`src/rtl/serial_adder_pkg.sv`:
```
// Shared definitions for the bit-serial adder: FSM state encoding and a
// constant-function clog2 used to size the bit index.
package serial_adder_pkg;

    localparam int STATE_W = 2;

    typedef enum logic [STATE_W-1:0] {
        ST_IDLE = 2'd0,
        ST_RUN  = 2'd1,
        ST_DONE = 2'd2
    } state_t;

    // Bits needed to hold values 0..value-1 (minimum 1).
    function automatic int clog2(input int value);
        int r;
        r = 0;
        for (int v = value - 1; v > 0; v = v >> 1) begin
            r = r + 1;
        end
        if (r < 1) begin
            r = 1;
        end
        return r;
    endfunction

endpackage

```
`src/rtl/serial_adder_fulladder.sv`:
```
// 1-bit full adder cell used by the serial adder datapath.
module fulladder (
    input  logic in_a,
    input  logic in_b,
    input  logic in_ci,
    output logic out_s,
    output logic out_co
);

    assign out_s  = in_a ^ in_b ^ in_ci;
    assign out_co = (in_a & in_b) | (in_a & in_ci) | (in_b & in_ci);

endmodule

```
`src/rtl/serial_adder.sv`:
```
// Bit-serial adder: one operand bit per cycle, LSB first, through a single
// full-adder cell; result, carry-out and overflow are registered at the end.
module serial_adder
    import serial_adder_pkg::*;
#(
    parameter int WIDTH = 8
) (
    input  logic             clk,
    input  logic             rst_n,
    input  logic             in_start,
    input  logic [WIDTH-1:0] in_a,
    input  logic [WIDTH-1:0] in_b,
    input  logic             in_ci,
    output logic [WIDTH-1:0] out_s,
    output logic             out_co,
    output logic             out_ovf,
    output logic             out_busy,
    output logic             out_done
);

    localparam int IDX_W = clog2(WIDTH);
    localparam logic [IDX_W-1:0] LAST_IDX = IDX_W'(WIDTH - 1);

    state_t           state_reg;
    logic [WIDTH-1:0] a_reg;
    logic [WIDTH-1:0] b_reg;
    logic [WIDTH-1:0] res_reg;
    logic [WIDTH-1:0] res_next;
    logic [WIDTH-1:0] s_reg;
    logic [IDX_W-1:0] idx_reg;
    logic             carry_reg;
    logic             co_reg;
    logic             ovf_reg;
    logic             done_reg;

    logic [WIDTH-1:0] bit_sel;
    logic             run;
    logic             last_bit;
    logic             bit_a;
    logic             bit_b;
    logic             fa_s;
    logic             fa_co;

    assign run      = (state_reg == ST_RUN);
    assign last_bit = (idx_reg == LAST_IDX);

    // One-hot decode of the bit index drives both operand selection and the
    // result write-back, so no variable part-select is needed.
    generate
        for (genvar gi = 0; gi < WIDTH; gi++) begin : g_bit
            assign bit_sel[gi]  = (idx_reg == IDX_W'(gi));
            assign res_next[gi] = (run && bit_sel[gi]) ? fa_s : res_reg[gi];
        end
    endgenerate

    assign bit_a = |(a_reg & bit_sel);
    assign bit_b = |(b_reg & bit_sel);

    fulladder u_fa (
        .in_a   (bit_a),
        .in_b   (bit_b),
        .in_ci  (carry_reg),
        .out_s  (fa_s),
        .out_co (fa_co)
    );

    always_ff @(posedge clk or negedge rst_n) begin
        if (!rst_n) begin
            state_reg <= ST_IDLE;
            a_reg     <= '0;
            b_reg     <= '0;
            res_reg   <= '0;
            s_reg     <= '0;
            idx_reg   <= '0;
            carry_reg <= 1'b0;
            co_reg    <= 1'b0;
            ovf_reg   <= 1'b0;
            done_reg  <= 1'b0;
        end else begin
            done_reg <= 1'b0;
            case (state_reg)
                ST_IDLE, ST_DONE: begin
                    if (in_start) begin
                        a_reg     <= in_a;
                        b_reg     <= in_b;
                        carry_reg <= in_ci;
                        idx_reg   <= '0;
                        state_reg <= ST_RUN;
                    end else begin
                        state_reg <= ST_IDLE;
                    end
                end
                ST_RUN: begin
                    res_reg   <= res_next;
                    carry_reg <= fa_co;
                    if (last_bit) begin
                        // carry_reg still holds the carry into the MSB here
                        state_reg <= ST_DONE;
                        s_reg     <= res_next;
                        co_reg    <= fa_co;
                        ovf_reg   <= carry_reg ^ fa_co;
                        done_reg  <= 1'b1;
                    end else begin
                        idx_reg <= idx_reg + 1'b1;
                    end
                end
                default: begin
                    state_reg <= ST_IDLE;
                end
            endcase
        end
    end

    assign out_s    = s_reg;
    assign out_co   = co_reg;
    assign out_ovf  = ovf_reg;
    assign out_busy = run;
    assign out_done = done_reg;

endmodule

```
`config.mk`:
```
export PLATFORM = sky130hd
export DESIGN_NAME = serial_adder
export DESIGN_NICKNAME = d
export VERILOG_FILES = /design/src/rtl/serial_adder_pkg.sv /design/src/rtl/serial_adder_fulladder.sv /design/src/rtl/serial_adder.sv
export SDC_FILE = /design/constraint.sdc
export NUM_CORES = 1
export LEC_CHECK = 0
export CORE_MARGIN = 2
export CORE_UTILIZATION = 59
export CTS_BUF_LIST = sky130_fd_sc_hd__clkbuf_4
export CTS_CLUSTER_SIZE = 30
export DETAILED_ROUTE_END_ITERATION = 16
export PLACE_DENSITY = 0.87
export SLEW_MARGIN = 20
export SYNTH_ARGS = -nofsm -noshare
export SYNTH_HDL_FRONTEND = slang
export SYNTH_SLANG_ARGS = --single-unit
```
`constraint.sdc`:
```
create_clock -name clk -period 6.2 [get_ports clk]
set_clock_uncertainty 0.1 [all_clocks]
set_input_delay 1.24 -clock clk [delete_from_list [all_inputs] [get_ports clk]]
set_output_delay 1.24 -clock clk [all_outputs]
set_load 0.03 [all_outputs]
```
* Yosys cells after proc, flatten, opt, wreduce, memory -nomap -nowiden *
Cells that the tools add are included.

storage, ports and cells
  register bits = 41
  output and inout port bits = 12
  word-level logic and storage cells = 69

cells by class
  add/subtract/negate cells = 1
  equal/unequal tests = 12
  muxes and demuxes = 18
  bitwise gates (word level) = 10
  reductions and logical operators = 18

operator list
  operator                                               number
  bitwise AND 8 bit                                      2
  OR reduction 8 bit                                     2
  == test 3 bit, second input constant                   4
  two-way mux 1 bit                                      12
  logical AND 1 bit                                      8
  == test 3 x 2 -> 1 bit, second input constant          2
  two-way mux 3 bit                                      2
  one-hot mux 3 bit (2 select lines)                     1
  AND reduction 2 bit                                    3
  inequality test 2 bit, second input constant           2
  one-hot mux 2 bit (2 select lines)                     1
  adder 3 x 1 -> 3 bit, second input constant            1
  bitwise AND 1 bit                                      3
  == test 3 x 1 -> 1 bit, second input constant          1
  logical NOT 3 bit                                      1
  AND reduction 3 bit                                    1
  XOR 1 bit                                              3
  == test 2 x 1 -> 1 bit, second input constant          1
  == test 2 bit, second input constant                   1
  logical NOT 2 bit                                      1
  two-way mux 2 bit                                      1
  inequality test 2 x 1 -> 1 bit, second input constant  1
  bitwise OR 1 bit                                       2
  one-hot mux 1 bit (2 select lines)                     1
  other kinds (2)                                        2

* Logic depth before layout (Yosys ltp) *
Gate-level depths: netlist of the first run.

  word-level depth = 7
  gate-level depth with buffers = 9

* Cells and area by module *
A second synthesis of the first run with hierarchy kept.

second synthesis, totals
  cell total of the unflattened synthesis = 191
  area total of the unflattened synthesis = 1879.3 um^2

modules (own cells, without submodules)
  module        times used  cells an instance  area an instance (um^2)  sequential area each (um^2)
  serial_adder  1           190                1859.3                   1001.0
  fulladder     1           1                  20.0                     0.0

* Worst setup path before layout of the first run *
No wires, ideal clock.

  path type = flip-flop to flip-flop
  from = reg idx_reg[0]
  to = reg s_reg[7] (netlist: out_s[7])
  setup time = 125 ps
  arrival time = 2311 ps
  data required time = 5975 ps
  setup slack = 3664 ps
  stages on the path, launching flop included = 8
  path through = dfrtp_1 > ha_1 > ha_1 > a222oi_1 > o211ai_1 > fa_1 > buf_2 > mux2_4

on the way
  longest elaborated chain between the ends = 6
  elaborated cells on any way between the ends = 17

ends and longest elaborated chain
  item                                                  line                                    text
  from (decl)                                           serial_adder.sv:30                      logic [IDX_W-1:0] idx_reg;
  from (signal assigned)                                serial_adder.sv:104                     idx_reg <= idx_reg + 1'b1;
  == test 3 x 1 -> 1 bit, or another cell as far along  serial_adder.sv:51                      assign bit_sel[gi] = (idx_reg == IDX_W'(gi));
  bitwise AND 8 bit, on equally long branches           serial_adder.sv:56, serial_adder.sv:57
  OR reduction 8 bit, on equally long branches          serial_adder.sv:56, serial_adder.sv:57
  XOR 1 bit (2 in series)                               serial_adder_fulladder.sv:10            assign out_s = in_a ^ in_b ^ in_ci;
  two-way mux 1 bit                                     serial_adder.sv:52                      assign res_next[gi] = (run && bit_sel[gi]) ? fa_s : res_reg[gi];
  to (signal assigned)                                  serial_adder.sv:99                      s_reg <= res_next;
  to (decl)                                             serial_adder.sv:29                      logic [WIDTH-1:0] s_reg;

Several ways; a longest one is shown, not always the timed one.
A chain may end at the register's enable or synchronous reset.

* Worst setup path in the final report of the first run *
  from = reg state_reg[0]
  to = out out_busy

on the way
  longest elaborated chain between the ends = 1

ends and longest elaborated chain
  item                    line                text
  from (decl)             serial_adder.sv:24  state_t state_reg;
  from (signal assigned)  serial_adder.sv:69  state_reg <= ST_IDLE;
  from (signal assigned)  serial_adder.sv:88  state_reg <= ST_RUN;
  from (signal assigned)  serial_adder.sv:90  state_reg <= ST_IDLE;
  == test 2 x 1 -> 1 bit  serial_adder.sv:44  assign run = (state_reg == ST_RUN);
  to (decl)               serial_adder.sv:17  output logic out_busy,

Every way passes these cells.

==> results of run 1 <==
## synthesized netlist by cell type
library cell | count | share of area
a222oi_1 | 2 | 0.011
a22o_1 | 2 | 0.0092
a22oi_1 | 4 | 0.016
and2_4 | 1 | 0.0046
and2b_1 | 1 | 0.0040
and3_4 | 2 | 0.012
buf_2 | 6 | 0.016
buf_4 | 1 | 0.0040
buf_6 | 1 | 0.0059
clkbuf_1 | 1 | 0.0020
clkbuf_2 | 1 | 0.0026
dfrtp_1 | 40 | 0.53
fa_1 | 1 | 0.011
ha_1 | 6 | 0.040
inv_1 | 6 | 0.012
mux2_2 | 4 | 0.024
mux2_4 | 5 | 0.040
mux2i_1 | 8 | 0.042
nand2_1 | 63 | 0.12
nand2b_1 | 3 | 0.0099
nand3_1 | 3 | 0.0079
nand3_2 | 2 | 0.011
nand3b_1 | 1 | 0.0040
nor2b_2 | 1 | 0.0046
nor2b_4 | 1 | 0.0073
o211ai_1 | 2 | 0.0079
o21ai_0 | 9 | 0.024
o21ai_1 | 3 | 0.0079
or3b_1 | 1 | 0.0046
xnor2_1 | 1 | 0.0046
## logic make-up (layout without fill, tap and decap cells)
logic type      after synthesis  after routing  synth area share
compound gates               22             22           0.07524
xor+xnor                      1              1          0.004621
buf+inv                      16             45           0.04224
mux                          17             17            0.1056
fa+ha+maj                     7              7           0.05016
flops                        40             40            0.5281
simple gates                 79             79            0.1941
## per-layer routing
metal  track usage  up-vias  wire length [um]
met1        0.2730      637              1509
met5             0        -                 0
met3       0.06610        6               177
met4        0.1087        0                82
li1              -      655                 -
met2        0.3825       41              1724
## per-stage QoR
step	std cells	total power, mW	hold WS, ns	util
after global routing	255	1.319	0.4141	0.7385
after global placement	247	1.061	0.3631	0.7201
after floorplan	182	0.9290	0.3446	-
after CTS	255	1.223	0.3947	0.7385
after detailed placement	247	1.089	0.3687	0.7201
final	255	1.215	0.3936	0.7385
## layout make-up
| class | count | area (um^2) | share of cell area |
|---|---|---|---|
| Clock buffer | 7 | 52.55 | 0.02331 |
| Clock inverter | 1 | 3.754 | 0.001665 |
| Inverter | 6 | 22.52 | 0.009989 |
| Multi-Input combinational cell | 126 | 814.5 | 0.3613 |
| Sequential cell | 40 | 1001 | 0.4440 |
| Tap cell | 44 | 55.05 | 0.02442 |
| Timing Repair Buffer | 31 | 305.3 | 0.1354 |
## power by group
part	switching [mW]	total, mW	leakage, nW	internal, mW
combinational	0.344	0.623	0.570	0.279
clock	0.0806	0.133	0.0338	0.0524
sequential	0.0789	0.458	0.499	0.380
## final timing paths
check | start | endpoint | slack, ns | cells past startpoint
setup / recovery | state_reg[0] | out_busy | 3.09 | 2
hold / removal | b_reg[7] | b_reg[7] | 0.39 | 2
setup reg to reg | idx_reg[2] | out_s[6] | 3.25 | 7
hold reg to reg | b_reg[7] | b_reg[7] | 0.39 | 2
max in group asynchronous | rst_n | b_reg[4] | 4.59 | 1
min in group asynchronous | rst_n | out_ovf | 0.88 | 1
## critical path, stage by stage, from the launching register on
cell	delay, ns
dfrtp_1	0.41
nor2b_4	0.30
clkdlybuf4s50_1	0.72
==> impl_summary.txt, run 1 <==
----------------------------------------------------
[Die]
  Num ports ... 32
  Starting density of the core ... 0.6209
  Chip Width ... 60.68 um
  Die ar. ... 3682 um^2
  Number of rows in the core area ... 20
  Die boundary height ... 60.68 um
  Core region area ... 3053 um^2

[Power and ir drop]
  Max IR drop VDD ... 0.2533 mV
  Lkg Pwr ... 1.103 nW
  Power Dens Cells ... approximately 540 nW/um^2

[Setup path]
  Setup crit end kind ... output pin
  Class of the most critical setup path ... reg -> out
  Largest driver fanout on the critical path ... 10
  Arrival time of data at the critical path endpoint ... 1.77 ns
  Required time of the critical path ... just under 5 ns
  CP Launch Type ... flip-flop

[Clocking]
  Clock Latency Late Sink ... 0.35 ns
  Post_cts resized ... 0
  Num CTS Buffers ... 5
  CTS Sinks ... 40
  Maximum number of buffers from clock root to sink ... 2
  TritonCTS clock tree ... yes
  H-tree levels ... 2
  Buffer type at the clock tree root ... clkbuf_4
  Setup repair bufs after CTS ... 0
  Quantity of hold-fixing buffers added after cts ... 0
  Clock transition at the registers of the reported paths ... 0.11 ns

[STA]
  RSZ-0062 raised after global routing ... false
  Fin worst setup slack ... around 3 ns
  TNS Setup ... 0 ns
  Endpoints failing setup ... 0
  Period utilisation layout ... 0.5024
  Final hold viol count ... 0
  Slew at the pin closest to its max-slew limit ... 0.8418 ns
  Period minus WS final ... 3.115 ns
  Number of pins exceeding their max-slew limit in the final report ... 0
  Maximum operating frequency ... ~0.32 GHz
  Tightest slew margin relative to the limit ... 0.4388

[Yosys]
  Synthesis warning total ... 0
  Post-synthesis cell count ... 182
  Number of distinct library cell variants in the gate-level netlist after synthesis ... 30
  Net count after synthesis ... 209
  Post-synthesis instance area ... 1896 um^2
  Per-instance average area after synthesis ... 10.42 um^2
  Register bit count reported by yosys ... 40
  Sequential area share after synthesis ... 0.5281

[GRT]
  First-pass GRT wire length ... 6016 um
  GR Util All Layers ... 0.2291
  Via count of the first global-routing pass ... approximately 1300
  Number of antenna violations at the first check in global routing ... 0
  Largest net degree at the start of global routing ... 41
  Remaining global-route overflow ... 0

[Finish]
  Count of fill cells added during filler insertion ... 250
  Area growth from synthesis to final layout ... 18.94%
  Post-layout net count ... between 200 and 250
  Post-route design area ... roughly 2300 um^2
  Most common library cell in the layout ignoring fill and taps ... nand2_1
  Share of final-layout standard cells stronger than drive strength 1 ... 0.1137
  Commonest cells after routing, fill and taps aside ... nand2_1 (63), dfrtp_1 (40), clkdlybuf4s50_1 (30), o21ai_0 (9), mux2i_1 (8)
  Antenna cells ... 0

[Place]
  Setup Slack @ Placement ... around 3.3 ns
  Post-DP HPWL ... between 2000 and 3000 um
  IO Port Bufs ... 31
  Routability cong. ... 0.8935
  Placed instance area ... 2198 um^2

[Drt]
  First-pass iteration count of the detailed router ... 4
  Final wirelength ... about 3500 um
  Via density ... 5.251
  Number of routed nets with antenna violations ... 0
  Average wire per cell in the routed design ... between 10 and 15 um
  First DRT Iteration DRCs ... 53
  Post-route DRC ... 0
  Overall via count from detail_route ... 1339

[Outcome]
  Status ... completed

[Min path]
  Min-delay worst type ... reg -> reg

[Run]
  Max-capacitance violation count ... 0

----------------------------------------------------
Power figures use the tool's default switching activity.
==> run 2: changes to the inputs <==
Settings changed: CORE_UTILIZATION 59 to 54, PLACE_DENSITY 0.87 to 0.81.
Clock period 6.2 ns to 2.9 ns, I/O delays scaled along.
==> run 2 against run 1 <==
Compared with the run above:
- combinational power rose by 120%
- hold slack got worse by 0.14 ns
- critical path depth rose by 5
- critical path type is now reg -> reg
- worst setup slack got worse by 2.9 ns
- largest cell class unchanged
- global-route usage fell by 2.7 points
- flip-flop and latch count did not move
- non-clock buffer count rose by 2
- largest power group unchanged
- wire length rose by 4.2%
- design area rose by 0.61%
- cell count rose by 1.2%
==> impl_summary.txt, run 2 (same netlist as run 1, synthesis figures left out) <==
----------------------------------------------------
[Finish]
  Most common library cell in the layout ignoring fill and taps ... nand2_1
  Post-layout net count ... 239
  Area growth from synthesis to final layout ... 19.67%
  Antenna cells ... 0
  Final Core Density ... 0.6745
  Commonest cells after routing, fill and taps aside ... nand2_1 (63), dfrtp_1 (40), clkdlybuf4s50_1 (30), o21ai_0 (9), mux2i_1 (8)
  Count of non-filler cells in the finished layout ... 258
  Share of final-layout standard cells stronger than drive strength 1 ... 0.1274

[Power and ir drop]
  Combinational power share ... 0.530
  Clock share of power ... 0.100
  Sequential fraction of design power ... 0.370
  Max IR drop VDD ... 0.5132 mV
  Power Dens Cells ... 1160 nW/um^2
  Cell internal power dissipation ... 1.536 mW
  Lkg Pwr ... 1.110 nW
  Switching Share ... 0.4166
  Sw power ... 1.096 mW

[Setup path]
  Required time of the critical path ... 3.05 ns
  Largest driver fanout on the critical path ... 15
  Cell class contributing the biggest share of worst-path delay ... adder cells
  Most frequent cell on the critical path ... ha_1
  Setup crit end kind ... flip-flop
  CP Buf/Inv Count ... 0
  Class of the most critical setup path ... reg -> reg
  Crit-path slowest cell ... fa_2
  Worst path max stage delay ... about 0.75 ns
  Critical Path, Cell by Cell ... ha_1 -> ha_1 -> a222oi_1 -> o211ai_1 -> fa_2 -> mux2i_1 -> o21ai_0
  Arrival time of data at the critical path endpoint ... 2.84 ns
  CP Launch Type ... flip-flop

[Outcome]
  Status ... completed

[Clocking]
  Num CTS Buffers ... 5
  Clock transition at the registers of the reported paths ... 0.11 ns
  Quantity of hold-fixing buffers added after cts ... 0
  Buffer type at the clock tree root ... clkbuf_4
  Clock Latency Late Sink ... 0.34 ns
  Maximum number of buffers from clock root to sink ... 2
  H-tree levels ... 2
  CTS Sinks ... 40
  TritonCTS clock tree ... yes
  Setup repair bufs after CTS ... 0
  Post_cts resized ... 0

[Drt]
  Number of routed nets with antenna violations ... 0
  First-pass iteration count of the detailed router ... 4
  Final wirelength ... 3642 um
  Average wire per cell in the routed design ... 14.12 um
  First DRT Iteration DRCs ... 114
  Post-route DRC ... 0
  Overall via count from detail_route ... 1386
  Via density ... roughly 5.4

[STA]
  Tightest slew margin relative to the limit ... 0.4193
  Worst Hold Slack ... 0.2486 ns
  Period utilisation layout ... 0.9283
  RSZ-0062 raised after global routing ... false
  Final hold viol count ... 0
  Maximum operating frequency ... approximately 0.37 GHz
  TNS Setup ... 0 ns
  Slew at the pin closest to its max-slew limit ... 0.8711 ns
  Endpoints failing setup ... 0
  Number of pins exceeding their max-slew limit in the final report ... 0
  Period minus WS final ... 2.692 ns

[Die]
  Die boundary height ... 63.25 um
  Num ports ... 32
  Chip Width ... 63.25 um
  Die ar. ... between 3000 and 4000 um^2
  Number of rows in the core area ... 21
  Starting density of the core ... 0.5636
  Core region area ... about 3400 um^2

[Place]
  Routability cong. ... 0.7534
  Inst Count DP ... 251
  Post-DP HPWL ... 2698 um
  IO Port Bufs ... 31

[GRT]
  Met1 Usage GRT ... 0.2446
  Via count of the first global-routing pass ... 1384
  First-pass GRT wire length ... slightly above 6000 um
  Remaining global-route overflow ... 0
  Largest net degree at the start of global routing ... 41
  Global-route layer with the greatest usage ... met2
  GR Util All Layers ... 0.2023
  Number of antenna violations at the first check in global routing ... 0
  Met3 demand-to-capacity share in global routing ... 0.03750
  Met2 Track Usage GR ... 0.3604

[Min path]
  Min-delay worst type ... in -> async

[Run]
  Max-capacitance violation count ... 0

----------------------------------------------------
[run 2: final timing paths]
| path | start | endpoint | slack, ns | cells after the start |
|---|---|---|---|---|
| worst max-delay path | idx_reg[0] | out_s[0] | 0.21 | 7 |
| worst min-delay path | rst_n | res_reg[2] | 0.25 | 1 |
| worst max register to register | idx_reg[0] | out_s[0] | 0.21 | 7 |
| worst min register to register | a_reg[1] | a_reg[1] | 0.38 | 2 |
| max in group asynchronous | rst_n | a_reg[0] | 1.91 | 1 |
| min in group clk | a_reg[1] | a_reg[1] | 0.38 | 2 |
[run 2: cell type report]
type	count	area (um^2)
Clock buffer	6	45.04
Clock inverter	1	5.005
Fill cell	303	1095
Inverter	6	22.52
Multi-Input combinational cell	126	817.0
Sequential cell	40	1001
Tap cell	46	57.56
Timing Repair Buffer	33	320.3
[run 2: metrics by stage]
stage	area, um^2	total power, mW	worst slack [ns]
floorplan	1896	1.986	0.3640
global placement	2216	2.277	0.2449
detailed placement	2216	2.375	0.05445
CTS	2266	2.628	0.06302
global route	2268	2.838	0.01717
finish	2268	2.632	0.2079
[run 2: per-layer routing]
layer / part of all wire / wire length (um)
met1: 0.41 / 1488
met2: 0.53 / 1917
met3: 0.054 / 195
met4: 0.011 / 40
met5: 0 / 0
[run 2: power groups by stage]
stage / clock, mW / combinational (mW) / sequential (mW)
5_1_grt: 0.298 / 1.54 / 1.00
3_5_place_dp: 0 / 1.39 / 0.987
4_1_cts: 0.270 / 1.38 / 0.974
6_report: 0.262 / 1.40 / 0.974
2_1_floorplan: 0 / 0.925 / 1.06
3_3_place_gp: 0 / 1.32 / 0.962
